$ cat src/rtl/fetch_pkg.sv
// Shared types and constants for the instruction fetch bridge.
package fetch_pkg;

  localparam int FETCH_AW = 32;
  localparam int FETCH_DW = 32;

  localparam logic FETCH_BUF_RST = 1'b0;

  typedef enum logic [1:0] {
    IDLE = 2'd0,
    ADDR = 2'd1,
    DATA = 2'd2
  } fetch_state_t;

endpackage

$ cat src/rtl/fetch_buf.sv
// Single-entry instruction buffer tagged with the PC it was fetched for.
module fetch_buf
  import fetch_pkg::*;
#(
  parameter int AW = FETCH_AW,
  parameter int DW = FETCH_DW
) (
  input  logic          clk,
  input  logic          rst,
  input  logic          wr_en,
  input  logic [AW-1:0] wr_pc,
  input  logic [DW-1:0] wr_instr,
  input  logic [AW-1:0] lookup_pc,
  output logic          hit,
  output logic [DW-1:0] rd_instr
);

  logic          buf_valid;
  logic [AW-1:0] buf_pc;
  logic [DW-1:0] buf_instr;

  always_ff @(posedge clk or negedge rst) begin
    if (!rst) begin
      buf_valid <= 1'b0;
      buf_pc    <= {AW{FETCH_BUF_RST}};
      buf_instr <= {DW{FETCH_BUF_RST}};
    end else if (wr_en) begin
      buf_valid <= 1'b1;
      buf_pc    <= wr_pc;
      buf_instr <= wr_instr;
    end
  end

  assign hit      = buf_valid && (buf_pc == lookup_pc);
  assign rd_instr = buf_instr;

endmodule

$ cat src/rtl/inst_fetch_bridge.sv
// Turns each new fetch PC into one SRAM-like bus read and presents the
// returned word to the fetch stage, stalling it until the word is available.
module inst_fetch_bridge
  import fetch_pkg::*;
#(
  parameter int AW = FETCH_AW,
  parameter int DW = FETCH_DW
) (
  input  logic          clk,
  input  logic          rst,
  input  logic [AW-1:0] pc_F,
  input  logic          stall_F,
  output logic [DW-1:0] instr_F,
  output logic          instr_valid_F,
  output logic          fetch_stall,
  output logic          inst_req,
  output logic [AW-1:0] inst_addr,
  input  logic          inst_addr_ok,
  input  logic [DW-1:0] inst_rdata,
  input  logic          inst_data_ok
);

  fetch_state_t  state, next_state;
  logic [AW-1:0] req_pc, next_req_pc;
  logic          discard, next_discard;
  logic          next_req;
  logic          buf_wr;
  logic          hit;
  logic          bypass;
  logic [DW-1:0] buf_instr;
  logic          unused_stall;

  // A stalled pipeline simply keeps pc_F steady, which keeps the buffer hitting.
  assign unused_stall = stall_F;

  fetch_buf #(
    .AW(AW),
    .DW(DW)
  ) u_buf (
    .clk      (clk),
    .rst      (rst),
    .wr_en    (buf_wr),
    .wr_pc    (req_pc),
    .wr_instr (inst_rdata),
    .lookup_pc(pc_F),
    .hit      (hit),
    .rd_instr (buf_instr)
  );

  always_ff @(posedge clk or negedge rst) begin
    if (!rst) begin
      state    <= IDLE;
      req_pc   <= '0;
      discard  <= 1'b0;
      inst_req <= 1'b0;
    end else begin
      state    <= next_state;
      req_pc   <= next_req_pc;
      discard  <= next_discard;
      inst_req <= next_req;
    end
  end

  always_comb begin
    next_state   = state;
    next_req_pc  = req_pc;
    next_discard = discard;
    next_req     = 1'b0;
    buf_wr       = 1'b0;
    case (state)
      IDLE: begin
        if (!hit) begin
          next_req_pc  = pc_F;
          next_discard = 1'b0;
          next_req     = 1'b1;
          next_state   = ADDR;
        end
      end
      ADDR: begin
        next_req = 1'b1;
        if (pc_F != req_pc) next_discard = 1'b1;
        if (inst_addr_ok) begin
          next_req   = 1'b0;
          next_state = DATA;
        end
      end
      DATA: begin
        if (pc_F != req_pc) next_discard = 1'b1;
        // Responses always land in the buffer under their own tag, even if stale.
        if (inst_data_ok) begin
          buf_wr       = 1'b1;
          next_discard = 1'b0;
          next_state   = IDLE;
        end
      end
      default: next_state = IDLE;
    endcase
  end

  assign bypass        = (state == DATA) && inst_data_ok && (req_pc == pc_F) && !discard;
  assign instr_valid_F = hit || bypass;
  assign instr_F       = bypass ? inst_rdata : buf_instr;
  assign fetch_stall   = ~instr_valid_F;
  assign inst_addr     = {req_pc[AW-1:2], 2'b00};

endmodule

$ cat config.mk
export PLATFORM = sky130hd
export DESIGN_NAME = inst_fetch_bridge
export DESIGN_NICKNAME = d
export VERILOG_FILES = /design/src/rtl/fetch_pkg.sv /design/src/rtl/fetch_buf.sv /design/src/rtl/inst_fetch_bridge.sv
export SDC_FILE = /design/constraint.sdc
export NUM_CORES = 1
export LEC_CHECK = 0
export ABC_CLOCK_PERIOD_IN_PS = 3300
export BUFFER_PORTS_ARGS = -buffer_cell sky130_fd_sc_hd__buf_2
export CAP_MARGIN = 20
export CORE_MARGIN = 2
export CORE_UTILIZATION = 38
export DETAILED_ROUTE_END_ITERATION = 10
export GPL_ROUTABILITY_DRIVEN = 0
export PLACE_DENSITY_LB_ADDON = 0.1
export SKIP_LAST_GASP = 1
export SYNTH_ARGS = -nofsm -noshare
export SYNTH_HDL_FRONTEND = slang
export SYNTH_HIERARCHICAL = 1
export SYNTH_SLANG_ARGS = --single-unit
$ cat constraint.sdc
create_clock -name clk -period 3.3 [get_ports clk]
set_input_delay 0.66 -clock clk [delete_from_list [all_inputs] [get_ports clk]]
set_output_delay 0.66 -clock clk [all_outputs]
set_load 0.05 [all_outputs]
==> impl_metrics.csv <==
group,metric,value,unit
synth,synth_top_cell_by_area,"dfrtp_1",
setup_path,crit_fanout,20,
routing,antenna_left,0,
setup_path,crit_type,"input pin to primary output",
job,max_cap_violations,0,
sta,skew,0.00473,ns
routing,vias_per_cell,4.75,
clocking,cts_buffers,9,
clocking,cts_tree,"yes",
sta,hold_violations,0,
clocking,insertion_delay,0.35,ns
synth,synth.most_common_cell,"dfrtp_1",
synth,ys_seq_elements,101,
routing,first_pass_iters,4,
sta,setup_ws,-0.0885,ns
synth,ys_warn_count,6,
cells_and_area,regArea,2530,sq um
synth,synth-edff-count,0,
setup_path,cp.depth,9,
sta,drv_slew,0,
grt,top_usage_layer,"met2",
setup_path,cpMostUsedCell,"buf_4",
grt,gr-total-overflow,0,
synth,seq_area_frac_synth,0.464,
sta,min_period,3.39,ns
clocking,ctsRootBufferMaster,"clkbuf_16",
cells_and_area,multi_input_area,2560,sq um
sta,setup-tns-final,-2.31,ns
cells_and_area,n_fill_cell,1245,
grt,met2_usage,0.276,
grt,grtUsageMet1,0.210,
clocking,cts.htree.levels,3,
synth,async_flop_share,1.00,
pwr,powerDensity,1100,nW/um^2
pwr,p_leak,3.26,nW
sta,fin_crit_sh,1.03,
setup_path,crit_buf_inv,4,
routing,wirelength,12.3,mm
grt,antenna_found_initial,1,
setup_path,slowest_delay,0.48,ns
setup_path,ff2ff_path_depth,7,
cells_and_area,final_layout_size_suffix_gt1_frac,0.577,
sta,fmax,0.295,GHz
routing,first_iter_violations,132,
synth,syn-instance-count,421,
synth,synthTopCellsByCount,"101 x dfrtp_1, 96 x mux2_2, 54 x xor2_1",
die,rows,43,
outcome,status,"finished with violations",
synth,synthFlopType,"dfrtp_1",
cells_and_area,diodes,0,
synth,syn_area,5440,sq um
synth,synth.avg_cell_area,12.9,sq um
setup_path,crit_chain,"buf_2 > xor2_1 > nor4_2 > buf_4 > nand4_1 > or4_4 > buf_12 > mux2_4 > buf_4",
synth,yosysTopAreaCellShare,0.464,
place,dp_slack,-0.342,ns
setup_path,cp_slowest_cell,"or4_4",
die,dieArea,15300,sq um
grt,grt_max_degree,67,
setup_path,worstPathArrival,2.73,ns
cells_and_area,fin_util,0.490,
grt,grt_usage,0.168,
outcome,violations,"negative setup slack",
clocking,clkSinkCount,101,
synth,post_synth_num_cell_types,35,
routing,via_count,3595,
die,initial_utilization,0.391,
sta,setup_violations,32,
setup_path,critPathRequiredTime,2.64,ns
sta,worst_pin_slew,0.939,ns
sta,max_slew_margin,0.374,
cells_and_area,stdcell_area,6830,sq um
synth,synth_area_leaders,"dfrtp_1 46%, mux2_2 20%, xor2_1 8.7%, mux2_4 8.0%, buf_4 5.1%",
min_path,hold_class,"input pin to async pin",
routing,routedWlPerCell,16.3,um
place,placed_area,6450,sq um
setup_path,cp-end-kind,"primary output",
clocking,cts.clk_slew.worst_paths,0.06,ns
die,core,13900,sq um
cells_and_area,area_delta_synth_final,25.5,%
cells_and_area,layout.cells.non_filler,757,
cells_and_area,fin_nets,646,
grt,grt_pass1_vias,3668,
die,die_y,124,um
die,dieWidth,124,um
grt,gr-usage-met3,0.0513,
place,hpwl,9.06,mm
grt,grt_pass1_wl,19.0,mm
setup_path,crit_family,"simple AND/OR/NAND/NOR gates",
place,port_buffers,132,
setup_path,start_kind,"input pin",
pwr,vdd_drop_max,0.000459,V
die,io_pins,136,
place,dp_cells,741,
routing,route.detailed.drc,0,
clocking,cts_buffer_depth,2,
sta,rsz0062_at_grt,"yes",
power breakdown:
group	switching [mW]	internal [mW]	leakage [nW]
registers	0.452	1.87	1.20
clock network	0.444	0.569	0.139
logic	2.46	1.71	1.92
worst reg2reg max path, delay by kind of cell, from the launching register on:
kind / cells / cell delay, ns
and+or+nand+nor: 4 / 1.25
DFF: 1 / 0.38
muxes: 1 / 0.36
buffers and inverters: 1 / 0.23
xor gates and xnor gates: 1 / 0.14
state kept, by name, indices dropped and copies added (netlist names):
name / flops
u_buf/buf_valid: 1
inst_req: 1
u_buf/buf_pc: 32
state: 2
u_buf/rd_instr: 32
req_pc: 32
discard: 1
path summary, 6_finish.rpt:
check | from | to | slack [ns]
max | pc_F[29] | instr_F[11] | -0.09
min reg2reg | u_buf/buf_valid | u_buf/buf_valid | 0.48
min in group clk | u_buf/buf_valid | u_buf/buf_valid | 0.48
max reg2reg | u_buf/buf_pc[27] | req_pc[19] | 0.83
min | rst | u_buf/rd_instr[6] | 0.38
max in group asynchronous | rst | req_pc[25] | 2.19
kinds of logic (layout without fill, tap and decap cells):
group	count (synthesis)	after routing	share of synthesized area
DFF	101	101	0.464
muxes	125	125	0.279
AOI/OAI and AO/OA	16	16	0.0211
other	1	2	0.000689
and+or+nand+nor	62	62	0.0671
buffers and inverters	56	211	0.0689
adders and majority gates	4	4	0.00919
xor gates and xnor gates	56	56	0.0901
layout make-up:
class / instances / area share
flip-flops and latches: 101 / 0.370
repair buffers: 187 / 0.177
multi-input cells: 265 / 0.374
inverters: 9 / 0.00494
well taps: 180 / 0.0330
clock inverters: 1 / 0.000732
clock buffers: 14 / 0.0401
through the flow:
stage | hold slack, ns | power (mW)
floorplan | 0.364 | 5.61
finish | 0.377 | 7.50
detailed placement | 0.454 | 6.42
global route | 0.444 | 7.99
CTS | 0.405 | 7.60
global placement | 0.452 | 6.33
layout by cell type (no fill, tap or decap), types with 8 or more instances in the layout:
cell / n
mux2_2: 96
mux2_4: 29
inv_1: 8
clkbuf_16: 9
dfrtp_1: 101
nor4_1: 16
buf_2: 98
buf_4: 84
nor2b_1: 13
xor2_1: 54
metal layers:
layer  vias to the layer above  wire length (um)
met5                         -                11
met3                        17               789
met4                         2               186
met1                      1740              5440
met2                        89              5900
li1                       1747                 -
what timing repair did:
| action | 4_1_cts | 5_1_grt |
|---|---|---|
| resized for setup | 34 | 3 |
| pin swaps | 0 | 1 |
| endpoints found under the setup margin | 33 | 33 |
| hold buffers | 0 | 0 |
| endpoints found under the hold margin | 0 | 0 |
| gates cloned | 0 | 0 |
| buffers inserted | 0 | 1 |
Note: power is estimated with default switching activity, not from simulation.
